**config.mk**
```make
export PLATFORM = sky130hd
export DESIGN_NAME = wm8731_ctrl_responder
export DESIGN_NICKNAME = d
export VERILOG_FILES = /design/src/rtl/wm8731_ctrl_pkg.sv /design/src/rtl/wm8731_spi_sync_edge.sv /design/src/rtl/wm8731_ctrl_responder.sv
export SDC_FILE = /design/constraint.sdc
export NUM_CORES = 1
export LEC_CHECK = 0
export BUFFER_PORTS_ARGS = -buffer_cell sky130_fd_sc_hd__buf_4
export CAP_MARGIN = 20
export CORE_MARGIN = 2
export CORE_UTILIZATION = 45
export CTS_CLUSTER_DIAMETER = 100
export DETAILED_ROUTE_END_ITERATION = 10
export PLACE_DENSITY = 0.67
export SYNTH_ARGS = -nofsm -noshare
export SYNTH_HDL_FRONTEND = slang
export SYNTH_SLANG_ARGS = --single-unit
```
**constraint.sdc**
```tcl
create_clock -name clk -period 3.8 [get_ports clk]
set_clock_uncertainty 0.2 [all_clocks]
set_input_delay 0.19 -clock clk [delete_from_list [all_inputs] [get_ports clk]]
set_output_delay 0.19 -clock clk [all_outputs]
set_load 0.05 [all_outputs]
```
**src/rtl/wm8731_ctrl_pkg.sv**
```systemverilog
// rtl/wm8731_ctrl_pkg.sv - WM8731 control-port constants, register defaults and FSM states
package wm8731_ctrl_pkg;

    localparam int ADDR_W   = 7;
    localparam int DATA_W   = 9;
    localparam int WORD_W   = 16;
    localparam int NUM_REGS = 10;

    localparam logic [ADDR_W-1:0] R_LLIN   = 7'h00;
    localparam logic [ADDR_W-1:0] R_RLIN   = 7'h01;
    localparam logic [ADDR_W-1:0] R_LHPOUT = 7'h02;
    localparam logic [ADDR_W-1:0] R_RHPOUT = 7'h03;
    localparam logic [ADDR_W-1:0] R_APATH  = 7'h04;
    localparam logic [ADDR_W-1:0] R_DPATH  = 7'h05;
    localparam logic [ADDR_W-1:0] R_PWR    = 7'h06;
    localparam logic [ADDR_W-1:0] R_IFACE  = 7'h07;
    localparam logic [ADDR_W-1:0] R_SRATE  = 7'h08;
    localparam logic [ADDR_W-1:0] R_ACTIVE = 7'h09;
    localparam logic [ADDR_W-1:0] R_RESET  = 7'h0F;

    // Index i holds the datasheet reset value of R<i>; R9 sits in the top bits.
    localparam logic [NUM_REGS-1:0][DATA_W-1:0] REG_DEFAULTS = {
        9'h000, 9'h000, 9'h00A, 9'h09F, 9'h008,
        9'h00A, 9'h079, 9'h079, 9'h097, 9'h097
    };

    typedef enum logic [1:0] {
        ST_IDLE   = 2'd0,
        ST_SHIFT  = 2'd1,
        ST_COMMIT = 2'd2
    } state_t;

endpackage

```
**src/rtl/wm8731_spi_sync_edge.sv**
```systemverilog
// rtl/wm8731_spi_sync_edge.sv - synchronizer plus registered rise/fall detect for one serial-port line
// Ports: clk, rst_n (async active-low); i_sig asynchronous input;
//        o_level synchronized level; o_rise / o_fall one-cycle edge pulses aligned with o_level.
module wm8731_spi_sync_edge #(
    parameter int SYNC_STAGES = 2
) (
    input  logic clk,
    input  logic rst_n,
    input  logic i_sig,
    output logic o_level,
    output logic o_rise,
    output logic o_fall
);

    logic [SYNC_STAGES-1:0] r_sync;
    logic                   r_level;
    logic                   r_rise;
    logic                   r_fall;

    // Chain resets low so a csb already low when reset releases never looks like a
    // falling edge; any spurious rise lands in IDLE where it is ignored.
    always_ff @(posedge clk or negedge rst_n) begin
        if (!rst_n) begin
            r_sync  <= '0;
            r_level <= 1'b0;
            r_rise  <= 1'b0;
            r_fall  <= 1'b0;
        end else begin
            r_sync  <= {r_sync[SYNC_STAGES-2:0], i_sig};
            r_level <= r_sync[SYNC_STAGES-1];
            // Edges are registered alongside r_level so that the sdin level seen by the
            // shifter belongs to the same sample instant as the sclk rise.
            r_rise  <= r_sync[SYNC_STAGES-1] & ~r_level;
            r_fall  <= ~r_sync[SYNC_STAGES-1] & r_level;
        end
    end

    assign o_level = r_level;
    assign o_rise  = r_rise;
    assign o_fall  = r_fall;

endmodule

```
**src/rtl/wm8731_ctrl_responder.sv**
```systemverilog
// rtl/wm8731_ctrl_responder.sv - codec-side WM8731 3-wire control responder with register file
// Ports: clk, rst_n (async active-low); spi_sclk/spi_sdin/spi_csb asynchronous serial inputs;
//        wr_stb/wr_addr/wr_data commit report; regs_flat R9..R0; codec_active = R9[0];
//        err_len/err_addr malformed-frame pulses; frame_cnt valid-commit counter.
module wm8731_ctrl_responder
    import wm8731_ctrl_pkg::*;
#(
    parameter int                SYNC_STAGES = 2,
    parameter logic [ADDR_W-1:0] RESET_ADDR  = R_RESET
) (
    input  logic                         clk,
    input  logic                         rst_n,
    input  logic                         spi_sclk,
    input  logic                         spi_sdin,
    input  logic                         spi_csb,
    output logic                         wr_stb,
    output logic [ADDR_W-1:0]            wr_addr,
    output logic [DATA_W-1:0]            wr_data,
    output logic [NUM_REGS*DATA_W-1:0]   regs_flat,
    output logic                         codec_active,
    output logic                         err_len,
    output logic                         err_addr,
    output logic [7:0]                   frame_cnt
);

    logic w_sclk_rise, w_sclk_level_unused, w_sclk_fall_unused;
    logic w_sdin, w_sdin_rise_unused, w_sdin_fall_unused;
    logic w_csb_level, w_csb_rise, w_csb_fall;

    wm8731_spi_sync_edge #(.SYNC_STAGES(SYNC_STAGES)) u_sync_sclk (
        .clk(clk), .rst_n(rst_n), .i_sig(spi_sclk),
        .o_level(w_sclk_level_unused), .o_rise(w_sclk_rise), .o_fall(w_sclk_fall_unused)
    );
    wm8731_spi_sync_edge #(.SYNC_STAGES(SYNC_STAGES)) u_sync_sdin (
        .clk(clk), .rst_n(rst_n), .i_sig(spi_sdin),
        .o_level(w_sdin), .o_rise(w_sdin_rise_unused), .o_fall(w_sdin_fall_unused)
    );
    wm8731_spi_sync_edge #(.SYNC_STAGES(SYNC_STAGES)) u_sync_csb (
        .clk(clk), .rst_n(rst_n), .i_sig(spi_csb),
        .o_level(w_csb_level), .o_rise(w_csb_rise), .o_fall(w_csb_fall)
    );

    state_t                            r_state, w_state_next;
    logic                              w_clear, w_shift_en;
    logic [WORD_W-1:0]                 r_shift;
    logic [4:0]                        r_bit_cnt;
    logic [NUM_REGS-1:0][DATA_W-1:0]   r_regs;
    logic                              r_wr_stb, r_err_len, r_err_addr;
    logic [ADDR_W-1:0]                 r_wr_addr;
    logic [DATA_W-1:0]                 r_wr_data;
    logic [7:0]                        r_frame_cnt;

    logic [ADDR_W-1:0]                 w_addr;
    logic [DATA_W-1:0]                 w_data;

    assign w_addr = r_shift[WORD_W-1:DATA_W];
    assign w_data = r_shift[DATA_W-1:0];

    always_ff @(posedge clk or negedge rst_n) begin
        if (!rst_n) r_state <= ST_IDLE;
        else        r_state <= w_state_next;
    end

    always_comb begin
        w_state_next = r_state;
        w_clear      = 1'b0;
        w_shift_en   = 1'b0;
        case (r_state)
            ST_IDLE: begin
                if (w_csb_fall) begin
                    w_state_next = ST_SHIFT;
                    w_clear      = 1'b1;
                end
            end
            ST_SHIFT: begin
                // csb rise wins over a coincident sclk rise: that bit is dropped.
                if (w_csb_rise)                     w_state_next = ST_COMMIT;
                else if (w_sclk_rise && !w_csb_level) w_shift_en = 1'b1;
            end
            ST_COMMIT: begin
                // A back-to-back frame may start while the previous one is decoded;
                // decode reads r_shift this cycle, so clearing it now is safe.
                if (w_csb_fall) begin
                    w_state_next = ST_SHIFT;
                    w_clear      = 1'b1;
                end else begin
                    w_state_next = ST_IDLE;
                end
            end
            default: w_state_next = ST_IDLE;
        endcase
    end

    always_ff @(posedge clk or negedge rst_n) begin
        if (!rst_n) begin
            r_shift   <= '0;
            r_bit_cnt <= '0;
        end else if (w_clear) begin
            r_shift   <= '0;
            r_bit_cnt <= '0;
        end else if (w_shift_en) begin
            r_shift   <= {r_shift[WORD_W-2:0], w_sdin};
            // Saturating at 17 keeps over-long frames distinguishable from 16.
            if (r_bit_cnt != 5'd17) r_bit_cnt <= r_bit_cnt + 5'd1;
        end
    end

    always_ff @(posedge clk or negedge rst_n) begin
        if (!rst_n) begin
            r_regs      <= REG_DEFAULTS;
            r_wr_stb    <= 1'b0;
            r_err_len   <= 1'b0;
            r_err_addr  <= 1'b0;
            r_wr_addr   <= '0;
            r_wr_data   <= '0;
            r_frame_cnt <= '0;
        end else begin
            r_wr_stb   <= 1'b0;
            r_err_len  <= 1'b0;
            r_err_addr <= 1'b0;
            if (r_state == ST_COMMIT && r_bit_cnt != 5'd0) begin
                if (r_bit_cnt != 5'd16) begin
                    r_err_len <= 1'b1;
                end else begin
                    // Address/data are reported even for rejected words to aid debug.
                    r_wr_addr <= w_addr;
                    r_wr_data <= w_data;
                    if (w_addr <= R_ACTIVE) begin
                        r_regs[w_addr[3:0]] <= w_data;
                        r_wr_stb            <= 1'b1;
                        r_frame_cnt         <= r_frame_cnt + 8'd1;
                    end else if (w_addr == RESET_ADDR && w_data == '0) begin
                        r_regs      <= REG_DEFAULTS;
                        r_wr_stb    <= 1'b1;
                        r_frame_cnt <= r_frame_cnt + 8'd1;
                    end else begin
                        r_err_addr <= 1'b1;
                    end
                end
            end
        end
    end

    assign wr_stb       = r_wr_stb;
    assign err_len      = r_err_len;
    assign err_addr     = r_err_addr;
    assign wr_addr      = r_wr_addr;
    assign wr_data      = r_wr_data;
    assign frame_cnt    = r_frame_cnt;
    assign regs_flat    = r_regs;
    assign codec_active = r_regs[R_ACTIVE[3:0]][0];

endmodule

```
After elaboration in Yosys (flattened, before gate mapping). Cells that the tools add are included.

$add $sub $neg: 2. $lt $le $gt $ge: 3. Eq/ne operators: 7. Mux-type cells: 31. Bitwise operators: 7. Reduce and logical (&&, ||, !) cells: 16.

Operators by type and width (count): $mux W90 (2); $bwmux W90 (1); $demux W9 S4 (1); $mux W16 (2); $mux W1 (16); $mux W8 (2); $mux W5 (3); $ne A5 B5 Y1 const B (2); $logic_not A9 Y1 (1); $mux W9 (1); $add A8 B1 Y8 const B (1); $eq A7 B4 Y1 const B (1); $le A7 B4 Y1 const B (1); $pmux W2 S3 (1); $reduce_and A2 Y1 (3); $reduce_bool A2 Y1 (3); $add A5 B1 Y5 const B (1); $lt A4 B5 Y1 const B (1); $reduce_bool A5 Y1 (1); $ge A4 B1 Y1 const B (1); $logic_and A1 B1 Y1 (4); $mux W2 (2); $ne A2 B1 Y1 const B (2); $not A1 Y1 (4); other kinds (7) (9).

Register bits after elaboration: 152. Word-level logic and storage cells: 94.

Longest topological paths before layout. Gate-level depths: netlist of the first run.

Word-level depth: 7. Depth in mapped cells: 8. Mapped depth without buffers: 6.

Modules after synthesis. From an unflattened synthesis of the first run, not the netlist that was laid out.

Cell total of the unflattened synthesis: 516. Area, all modules: 6383.6 um^2.

Modules (own cells, without submodules): wm8731_ctrl_responder (times used 1, cells each 495, area each 5963.2 um^2, seq. area each 3542.1 um^2); wm8731_spi_sync_edge (times used 3, cells each 7, area each 140.1 um^2, seq. area each 125.1 um^2).

Worst setup path before layout of the first run. No wires, ideal clock.

Kind: register to register. From: reg r_bit_cnt[0]. To: reg r_regs, in the netlist regs_flat[55]. Library setup time: 82 ps. Data arrival time: 1908 ps. Data required time: 3518 ps. Path slack: 1610 ps. Cell stages (with the launch flop): 7. Clock period less this slack: 2190 ps. Cells stage by stage: dfrtp_1 > inv_1 > ha_1 > nor3b_2 > nand3_2 > a221oi_4 > mux2_4.

Word-level cells in the longest chain between the ends: 3.

RTL lines: start, declared (RTL line wm8731_ctrl_responder.sv:46) `logic [4:0] r_bit_cnt;`; start signal, assigned (RTL line wm8731_ctrl_responder.sv:104) `if (r_bit_cnt != 5'd17) r_bit_cnt <= r_bit_cnt + 5'd1;`; $ne A5 B5 Y1 or $reduce_bool A5 Y1 (tied branches) (RTL line wm8731_ctrl_responder.sv:122, wm8731_ctrl_responder.sv:121); $not A1 Y1 (no line) or $logic_and A1 B1 Y1 (tied branches); $reduce_and A3 Y1 (no line) (*); end signal, assigned by index (RTL line wm8731_ctrl_responder.sv:129) `r_regs[w_addr[3:0]] <= w_data;`; end, declared (RTL line wm8731_ctrl_responder.sv:47) `logic [NUM_REGS-1:0][DATA_W-1:0] r_regs;`.

Mark *: on every way between the ends. The rest lies on a longest branch, timed or not. A chain may end at the register's enable or synchronous reset.

Worst setup path in the final report of the first run.
From: reg r_shift[11]. To: reg r_regs, in the netlist regs_flat[17].

Word-level cells in the longest chain between the ends: 6.

RTL lines: start, declared (RTL line wm8731_ctrl_responder.sv:45) `logic [WORD_W-1:0] r_shift;`; start signal, assigned (RTL line wm8731_ctrl_responder.sv:102) `r_shift <= {r_shift[WORD_W-2:0], w_sdin};`; $lt A4 B5 Y1 (not written as such) or $ge A4 B1 Y1 (tied branches) (RTL line wm8731_ctrl_responder.sv:129); $logic_and A1 B1 Y1 (not written as such) (RTL line wm8731_ctrl_responder.sv:129); $mux W9 (not written as such) (RTL line wm8731_ctrl_responder.sv:129); $demux W9 S4 (RTL line wm8731_ctrl_responder.sv:129); $bwmux W90 (RTL line wm8731_ctrl_responder.sv:129); $mux W90 (RTL line wm8731_ctrl_responder.sv:128) `if (w_addr <= R_ACTIVE) begin`.

Parallel ways exist; a longest one is shown, timed or not.

==> impl_metrics.csv, run 1 <==
group,metric,value,unit
timing,tightestPinTransition,0.809,ns
global_routing,grt_max_degree,79,
critical_path,crit_family,"simple AND/OR/NAND/NOR gates",
cells_and_area,multi_input_area,2180,µm²
clock_network,hold_buffers,4,
critical_path,path_cells,"and4_1 -> and4_1 -> o221ai_1 -> a22o_1",
synth,ys_types,59,
global_routing,grt_most_used_layer,"met2",
global_routing,grt_use_total,0.225,
timing,hold_viol_final,0,
worst_hold_path,hold_depth,0,
global_routing,use_met3,0.0545,
timing,min_period,2.81,ns
detailed_routing,drtPass1Iterations,5,
synth,syn-instance-count,474,
clock_network,clkSinkCount,152,
clock_network,clock_path_buffers,2,
synth,post-synth-top-area-fraction,0.488,
cells_and_area,syn_to_final_growth,27.5,%
power_and_ir_drop,p_per_area,433,nW/µm²
critical_path,critPathRequiredTime,3.91,ns
synth,synthTopCellsByArea,"dfrtp_1 49%, dfstp_2 13%, a22o_1 7.9%",
power_and_ir_drop,leakage,0.00377,µW
synth,synthArstFlopShare,1.00,
cells_and_area,fin_nets,605,
synth,ys_ff_latch,152,
place,dp_slack,1.02,ns
place,placed_cells,749,
critical_path,critPathMaxFanout,19,
status,outcome,"finished, final reports clean",
synth,synth_nets,483,
timing,slew_violations,0,
global_routing,grt_use_met2,0.347,
cells_and_area,diodes,0,
floorplan,row_count,42,
floorplan,die_h,121,µm
floorplan,die_area,14700,µm²
global_routing,antenna_found_initial,0,
floorplan,start_util,0.465,
critical_path,critical_path_buf_inv_count,0,
place,portBuffers,122,
critical_path,regToRegSetupSlack,0.99,ns
synth,yosys_warnings,0,
timing,fmax,356,MHz
worst_hold_path,hp-class,"flip-flop to flip-flop",
critical_path,cp_slowest_cell,"dfrtp_1",
global_routing,grt_overflow,0,
cells_and_area,final_core_util,0.593,
detailed_routing,dr_total_vias,4401,
synth,yosys.area.top_type,"dfrtp_1",
place,dpl.hpwl,10300,µm
detailed_routing,wl,15700,µm
cells_and_area,fin_cells,785,
timing,finalCritPeriodShare,0.740,
critical_path,reg2reg_depth,4,
synth,ys.flop_type,"dfrtp_1",
place,finalWeightedCongestion,0.806,
critical_path,critPathArrivalTime,2.92,ns
clock_network,cts_tree,"yes",
floorplan,dieWidth,121,µm
critical_path,cpMostUsedCell,"and4_1",
clock_network,path_clk_slew,0.06,ns
timing,slew_headroom,0.460,
clock_network,numCtsBuffers,17,
critical_path,cp-end-kind,"flip-flop",
timing,hold_slack,0.149,ns
global_routing,use_met1,0.317,
timing,finalSetupViolCount,0,
worst_hold_path,min_to,"u_sync_sclk.r_sync[1]$_DFF_PN0_",
floorplan,core-area,13300,µm²
clock_network,clkLatencyLatePin,0.43,ns
cells_and_area,ff_latch_area,3840,µm²
detailed_routing,wl_per_cell,20.1,µm
synth,synth_area,6210,µm²
timing,fin_setup_tns,0,ns
critical_path,start_kind,"flip-flop",
clock_network,cts_resized,0,
detailed_routing,drt-initial-drc-count,349,
critical_path,cpPeakStageDelay,0.81,ns
floorplan,ioPinCount,123,
cells_and_area,fillers,1086,
synth,synth-edff-count,0,
detailed_routing,vias_per_cell,5.61,
power_and_ir_drop,ir_worst_vdd,0.252,mV
clock_network,cts_root_buf,"clkbuf_16",
clock_network,h-tree-depth,4,
timing,fin_ws,0.987,ns
global_routing,grt_pass1_vias,4378,
cells_and_area,drive_above_1_share,0.394,
global_routing,grt_first_pass_wirelength,24800,µm
synth,yosysSeqAreaShare,0.619,
synth,synth.avg_cell_area,13.1,µm²
clock_network,cts_setup_buffers,0,
critical_path,rr_startpoint,"r_shift[11]$_DFFE_PN0P_",
worst_hold_path,min_from,"u_sync_sclk.r_sync[0]$_DFF_PN0_",
critical_path,r2r-end,"regs_flat[17]$_DFFE_PN0P_",
detailed_routing,ant_nets,0,
detailed_routing,drc,0,
run,drv_cap,0,
critical_path,crit_type,"flip-flop to flip-flop",
timing,rsz0062_at_grt,"no",
## power by group
| group | switching, µW | total, µW | leakage (µW) | internal [µW] |
|---|---|---|---|---|
| Sequential | 13.5 | 1650 | 0.00198 | 1640 |
| Clock | 651 | 1660 | 0.000299 | 1010 |
| Combinational | 79.0 | 114 | 0.00148 | 35.3 |
## cells in the mapped netlist (all sizes together), types with 4 or more instances
library cell  instances
ha                    4
o21ai                 7
nor3                 10
nor2                 16
or3                   5
o22a                 21
nor3b                 4
xnor2                 4
nand4                 5
dfrtp               121
or2                   4
a21oi                19
clkbuf               20
dfstp                31
nor2b                 7
mux2                 26
nand2                21
mux2i                 4
a22o                 56
inv                  12
buf                  11
o211ai                4
nand3                20
xor2                  5
## per-layer routing
metal | vias to the layer above | part of all wire
met2 | 115 | 0.48
met4 | 0 | 0.013
met1 | 2260 | 0.45
met3 | 21 | 0.051
li1 | 2005 | -
met5 | - | 0
## kinds of logic (layout without fill, tap and decap cells)
logic type | after synthesis | count (layout) | synth area share
DFF | 152 | 152 | 0.619
xor gates and xnor gates | 9 | 9 | 0.0127
and+or+nand+nor | 110 | 110 | 0.105
adders and majority gates | 4 | 4 | 0.00806
AOI/OAI and AO/OA | 126 | 126 | 0.170
buffers and inverters | 43 | 178 | 0.0298
muxes | 30 | 30 | 0.0548
## worst max path at each step
stage	slack (ns)	endpoint	cells past startpoint	startpoint
2_1_floorplan	1.61	regs_flat[55]$_DFFE_PN1P_	6	r_bit_cnt[0]$_DFFE_PN0P_
3_3_place_gp	1.07	regs_flat[85]$_DFFE_PN0P_	4	r_shift[11]$_DFFE_PN0P_
3_5_place_dp	1.02	regs_flat[85]$_DFFE_PN0P_	4	r_shift[11]$_DFFE_PN0P_
4_1_cts	1.01	regs_flat[6]$_DFFE_PN0P_	4	r_shift[11]$_DFFE_PN0P_
5_1_grt	0.78	regs_flat[6]$_DFFE_PN0P_	4	r_shift[11]$_DFFE_PN0P_
6_report	0.99	regs_flat[17]$_DFFE_PN0P_	4	r_shift[11]$_DFFE_PN0P_
## state kept, by name, summed over array words and instances (netlist names)
signal / count
u_sync_sdin.r_sync: 2
err_len: 1
u_sync_sclk.o_rise: 1
codec_active: 1
wr_stb: 1
regs_flat: 89
r_state: 2
u_sync_csb.o_fall: 1
u_sync_csb.r_sync: 2
u_sync_csb.o_rise: 1
u_sync_sdin.o_level: 1
wr_data: 9
err_addr: 1
frame_cnt: 8
u_sync_sclk.r_sync: 2
r_shift: 16
r_bit_cnt: 5
u_sync_csb.o_level: 1
u_sync_sclk.o_level: 1
wr_addr: 7
## layout make-up
| cell class | instances | share of cell area |
|---|---|---|
| Tap cell | 176 | 0.0278 |
| Timing Repair Buffer | 134 | 0.130 |
| Multi-Input combinational cell | 279 | 0.276 |
| Sequential cell | 152 | 0.485 |
| Clock inverter | 12 | 0.0158 |
| Clock buffer | 20 | 0.0590 |
| Inverter | 12 | 0.00569 |
## stage by stage
stage | total power [µW] | area (µm²)
after global placement | 1790 | 7280
after detailed placement | 1790 | 7280
after global routing | 3550 | 7920
after floorplan | 1730 | 6210
final | 3430 | 7920
after CTS | 3450 | 7920
## cell usage in the layout (no fill, tap or decap), drive strengths merged, types with 5 or more instances in the layout
cell type	count
nor2	16
nor2b	7
o21ai	7
xor2	5
dfrtp	121
inv	12
or3	5
a21oi	19
nand3	20
nand2	21
dfstp	31
mux2	26
buf	130
clkbuf	20
nand4	5
o22a	21
nor3	10
clkinv	10
a22o	56
Note: power is estimated with default switching activity, not from simulation.
==> run 2, diff against run 1 <==
--- a/config.mk
+++ b/config.mk
@@ -11,7 +11,7 @@
 export CORE_UTILIZATION = 45
 export CTS_CLUSTER_DIAMETER = 100
 export DETAILED_ROUTE_END_ITERATION = 10
-export PLACE_DENSITY = 0.67
+export PLACE_DENSITY = 0.7
 export SYNTH_ARGS = -nofsm -noshare
 export SYNTH_HDL_FRONTEND = slang
 export SYNTH_SLANG_ARGS = --single-unit
==> constraint.sdc (replaced) <==
create_clock -name clk -period 2.54 [get_ports clk]
set_clock_uncertainty 0.2 [all_clocks]
set_input_delay 0.127 -clock clk [delete_from_list [all_inputs] [get_ports clk]]
set_output_delay 0.127 -clock clk [all_outputs]
set_load 0.05 [all_outputs]
==> run 2 against run 1 <==
Effect of this change: non-clock buffer count grew 23; combinational power grew 58%; sequential share of layout area shrank 1.3 points; wire length grew 0.62%; setup slack lost 0.88 ns; critical path depth grew 3; critical path type unchanged; largest power group unchanged; highest routed layer unchanged.
==> impl_metrics.csv, run 2 (same netlist as run 1, synthesis figures left out) <==
group,metric,value,unit
timing,rsz0062_at_grt,"no",
detailed_routing,drtPass1Iterations,4,
clock_network,clock_path_buffers,2,
place,dp_slack,0.113,ns
cells_and_area,fillers,1098,
clock_network,path_clk_slew,0.06,ns
clock_network,cts_tree,"yes",
global_routing,grt_max_degree,79,
critical_path,r2r-end,"regs_flat[55]$_DFFE_PN1P_",
status,outcome,"finished, final reports clean",
timing,fmax,412,MHz
timing,hold_viol_final,0,
critical_path,crit_family,"simple AND/OR/NAND/NOR gates",
global_routing,grt_use_total,0.225,
cells_and_area,fin_nets,628,
timing,slew_headroom,0.469,
clock_network,cts_root_buf,"clkbuf_16",
critical_path,cp-end-kind,"flip-flop",
critical_path,critPathMaxFanout,9,
timing,fin_setup_tns,0,ns
floorplan,start_util,0.465,
power_and_ir_drop,p_total,5250,µW
critical_path,reg2reg_depth,7,
clock_network,cts_resized,0,
timing,min_period,2.43,ns
critical_path,cpPeakStageDelay,0.41,ns
critical_path,critPathRequiredTime,2.69,ns
clock_network,clkSinkCount,152,
clock_network,numCtsBuffers,17,
critical_path,path_cells,"inv_1 -> ha_1 -> nor3b_2 -> nand3_2 -> a221oi_4 -> buf_4 -> mux2_4",
cells_and_area,syn_to_final_growth,30.9,%
global_routing,grt_pass1_vias,4461,
detailed_routing,drc,0,
timing,tightestPinTransition,0.795,ns
cells_and_area,mostFrequentLayoutCell,"buf_4",
cells_and_area,drive_above_1_share,0.413,
timing,finalSetupViolCount,0,
place,dpl.hpwl,10700,µm
detailed_routing,vias_per_cell,5.60,
detailed_routing,dr_total_vias,4528,
cells_and_area,multi_input_area,2180,µm²
critical_path,critPathArrivalTime,2.58,ns
floorplan,die_h,121,µm
cells_and_area,largest_register_ffs,89,
floorplan,ioPinCount,123,
place,finalWeightedCongestion,0.811,
cells_and_area,final_cell_mix,"150 x buf_4, 121 x dfrtp_1, 56 x a22o_1",
clock_network,clkLatencyLatePin,0.42,ns
timing,fin_ws,0.110,ns
detailed_routing,drt-initial-drc-count,359,
global_routing,grt_first_pass_wirelength,24900,µm
power_and_ir_drop,ir_worst_vdd,0.330,mV
detailed_routing,wl_per_cell,19.6,µm
cells_and_area,ff_latch_area,3840,µm²
critical_path,regToRegSetupSlack,0.11,ns
floorplan,core-area,13300,µm²
detailed_routing,wl,15800,µm
critical_path,crit_type,"flip-flop to flip-flop",
timing,finalCritPeriodShare,0.957,
critical_path,rr_startpoint,"r_bit_cnt[0]$_DFFE_PN0P_",
cells_and_area,diodes,0,
detailed_routing,ant_nets,0,
clock_network,h-tree-depth,4,
floorplan,dieWidth,121,µm
timing,slew_violations,0,
critical_path,critical_path_buf_inv_count,2,
worst_hold_path,hp-class,"primary input to async pin",
global_routing,antenna_found_initial,0,
place,portBuffers,122,
floorplan,row_count,42,
critical_path,start_kind,"flip-flop",
global_routing,grt_overflow,0,
critical_path,cp_slowest_cell,"dfrtp_1",
power_and_ir_drop,leakage,0.00389,µW
power_and_ir_drop,p_per_area,646,nW/µm²
floorplan,die_area,14700,µm²
run,drv_cap,0,
-- run 2: changes by cell type in the layout (fill, tap and decap cells not counted), sizes merged --
cell	change
clkbuf	+2
clkinv	-7
bufinv	+1
clkinvlp	+3
inv	+1
buf	+23
-- run 2: metal layers --
layer,GRT usage,vias to the layer above,part of all wire
met5,0,-,0
met4,0.0769,0,0.015
met3,0.0442,16,0.050
met2,0.344,140,0.48
met1,0.322,2312,0.45
li1,-,2060,-
-- run 2: what timing repair did --
action | 4_1_cts | 5_1_grt
hold buffers | 4 | 0
setup endpoints to repair | 0 | 4
hold endpoints to repair | 78 | 0
buffers inserted | 0 | 1
-- run 2: layout make-up --
type,count,area share
tap,176,0.0271
clock inverter,10,0.0177
sequential,152,0.473
multi-input combinational,279,0.269
inverter,12,0.00554
clock buffer,22,0.0584
timing repair buffer,157,0.150
-- run 2: how the worst max path moves through the flow --
| stage | start | end | depth (start not counted) |
|---|---|---|---|
| after floorplan | r_bit_cnt[0]$_DFFE_PN0P_ | regs_flat[55]$_DFFE_PN1P_ | 6 |
| after global placement | r_bit_cnt[0]$_DFFE_PN0P_ | regs_flat[57]$_DFFE_PN1P_ | 7 |
| after detailed placement | r_bit_cnt[0]$_DFFE_PN0P_ | regs_flat[85]$_DFFE_PN0P_ | 6 |
| after CTS | r_bit_cnt[0]$_DFFE_PN0P_ | regs_flat[83]$_DFFE_PN0P_ | 6 |
| after global routing | r_bit_cnt[0]$_DFFE_PN0P_ | regs_flat[1]$_DFFE_PN1P_ | 6 |
| final | r_bit_cnt[0]$_DFFE_PN0P_ | regs_flat[55]$_DFFE_PN1P_ | 7 |
-- run 2: power by group --
group | switching (µW) | internal, µW | total [µW]
Clock | 973 | 1630 | 2600
Sequential | 17.5 | 2450 | 2470
Combinational | 124 | 56.1 | 180
Total | 1110 | 4130 | 5250
-- run 2: metrics by stage --
| step | cell area [µm²] | util | hold slack [ns] | instances |
|---|---|---|---|---|
| 3_5_place_dp | 7460 | 0.559 | 0.00234 | 771 |
| 3_3_place_gp | 7460 | 0.559 | -0.000333 | 771 |
| 4_1_cts | 8120 | 0.608 | 0.131 | 807 |
| 5_1_grt | 8130 | 0.609 | 0.134 | 808 |
| 6_report | 8130 | 0.609 | 0.128 | 808 |
| 2_1_floorplan | 6210 | - | -0.369 | 474 |
==> run 3, diff against run 2 <==
--- a/config.mk
+++ b/config.mk
@@ -12,6 +12,8 @@
 export CTS_CLUSTER_DIAMETER = 100
 export DETAILED_ROUTE_END_ITERATION = 10
 export PLACE_DENSITY = 0.7
+export RECOVER_POWER = 100
+export REMOVE_ABC_BUFFERS = 1
 export SYNTH_ARGS = -nofsm -noshare
 export SYNTH_HDL_FRONTEND = slang
 export SYNTH_SLANG_ARGS = --single-unit
==> run 3 against run 2 <==
Effect of this change: power down 2.3%; sequential share of layout area up 3.2 points; sequential cell count unchanged; first-iteration DRC count is 5.6% lower; largest cell class unchanged.
==> impl_metrics.csv, run 3 (same netlist as run 1, synthesis figures left out) <==
group,metric,value,unit
cells_and_area,diodes,0,
timing,fmax,431,MHz
timing,min_period,2.32,ns
global_routing,grt_first_pass_wirelength,24900,µm
detailed_routing,drt-initial-drc-count,339,
power_and_ir_drop,leakage,0.00335,µW
clock_network,clkLatencyLatePin,0.43,ns
floorplan,core-area,13300,µm²
clock_network,clkSinkCount,152,
cells_and_area,syn_to_final_growth,22.7,%
cells_and_area,final_core_util,0.570,
power_and_ir_drop,p_per_area,673,nW/µm²
timing,tightestPinTransition,0.857,ns
floorplan,die_h,121,µm
critical_path,cp-end-kind,"flip-flop",
critical_path,critPathMaxFanout,9,
cells_and_area,fin_nets,628,
place,dp_slack,0.157,ns
floorplan,start_util,0.465,
floorplan,dieWidth,121,µm
detailed_routing,ant_nets,0,
timing,slew_headroom,0.429,
cells_and_area,largest_register_ffs,89,
clock_network,cts_root_buf,"clkbuf_16",
floorplan,row_count,42,
status,outcome,"finished, final reports clean",
timing,slew_violations,0,
floorplan,ioPinCount,123,
clock_network,path_clk_slew,0.06,ns
cells_and_area,final_cell_mix,"126 x clkbuf_1, 121 x dfrtp_1, 56 x a22o_1",
cells_and_area,fin_area,7610,µm²
global_routing,grt_use_total,0.223,
critical_path,critPathArrivalTime,2.48,ns
clock_network,h-tree-depth,4,
global_routing,grt_max_degree,153,
critical_path,critPathRequiredTime,2.70,ns
cells_and_area,drive_above_1_share,0.214,
clock_network,numCtsBuffers,17,
critical_path,start_kind,"flip-flop",
global_routing,grt_pass1_vias,4498,
timing,hold_viol_final,0,
global_routing,antenna_found_initial,0,
detailed_routing,drtPass1Iterations,4,
timing,rsz0062_at_grt,"no",
run,drv_cap,0,
floorplan,die_area,14700,µm²
clock_network,cts_tree,"yes",
timing,fin_setup_tns,0,ns
timing,finalCritPeriodShare,0.912,
place,portBuffers,122,
cells_and_area,mostFrequentLayoutCell,"clkbuf_1",
clock_network,clock_path_buffers,2,
place,place_area,7450,µm²
timing,fin_ws,0.222,ns
timing,finalSetupViolCount,0,
critical_path,crit_type,"flip-flop to flip-flop",
worst_hold_path,hp-class,"flip-flop to flip-flop",
place,dpl.hpwl,10400,µm
detailed_routing,wl_per_cell,19.3,µm
detailed_routing,vias_per_cell,5.63,
detailed_routing,wl,15600,µm
detailed_routing,dr_total_vias,4551,
detailed_routing,drc,0,
power_and_ir_drop,ir_worst_vdd,0.335,mV
place,finalWeightedCongestion,0.824,
global_routing,grt_overflow,0,
## run 3: per-stage QoR
stage / hold slack (ns) / cells / power [µW]
after floorplan: -0.369 / 443 / 2580
after global placement: 0.0367 / 771 / 2670
after detailed placement: 0.0377 / 771 / 2680
after CTS: 0.133 / 807 / 5180
after global routing: 0.158 / 808 / 5310
final: 0.148 / 808 / 5120
## run 3: power breakdown
part / total [µW] / internal, µW / leakage, µW / switching, µW
Sequential: 2460 / 2450 / 0.00198 / 17.1
Clock: 2480 / 1530 / 0.000291 / 956
Combinational: 176 / 53.4 / 0.00108 / 123
Total: 5120 / 4030 / 0.00335 / 1100
## run 3: worst paths after layout
check | start | end | slack [ns] | cells after the start
max | r_bit_cnt[0]$_DFFE_PN0P_ | regs_flat[85]$_DFFE_PN0P_ | 0.22 | 6
max in group asynchronous | rst_n | frame_cnt[0]$_DFFE_PN0P_ | 1.26 | 3
min reg2reg | u_sync_csb.r_sync[0]$_DFF_PN0_ | u_sync_csb.r_sync[1]$_DFF_PN0_ | 0.15 | 0
min | u_sync_csb.r_sync[0]$_DFF_PN0_ | u_sync_csb.r_sync[1]$_DFF_PN0_ | 0.15 | 0
min in group asynchronous | rst_n | frame_cnt[6]$_DFFE_PN0P_ | 0.20 | 3
max reg2reg | r_bit_cnt[0]$_DFFE_PN0P_ | regs_flat[85]$_DFFE_PN0P_ | 0.22 | 6
## run 3: worst max-delay path, cell delays in order (launching register included)
cell,delay [ns]
dfrtp_1,0.41
inv_1,0.10
ha_1,0.15
nor3b_4,0.27
nand3_2,0.31
nor4b_4,0.61
a22o_1,0.21
## run 3: final cells by class
type / instances / area (µm²)
Timing Repair Buffer: 157 / 736
Clock buffer: 22 / 474
Fill cell: 1233 / 5730
Sequential cell: 152 / 3840
Tap cell: 176 / 220
Clock inverter: 10 / 118
Inverter: 12 / 45.0
Multi-Input combinational cell: 279 / 2180
## run 3: repair_timing
item,in CTS,in global routing
endpoints found under the hold margin,124,0
endpoints found under the setup margin,0,12
hold buffers,4,0
buffers inserted,0,1
gates resized for setup,0,1
## run 3: routing by layer
| layer | vias to the layer above | track usage | routed length [µm] |
|---|---|---|---|
| met1 | 2325 | 0.308 | 7050 |
| met3 | 13 | 0.0536 | 1040 |
| met2 | 152 | 0.353 | 7310 |
| li1 | 2061 | - | - |
| met4 | 0 | 0.0682 | 177 |
| met5 | - | 0 | 0 |
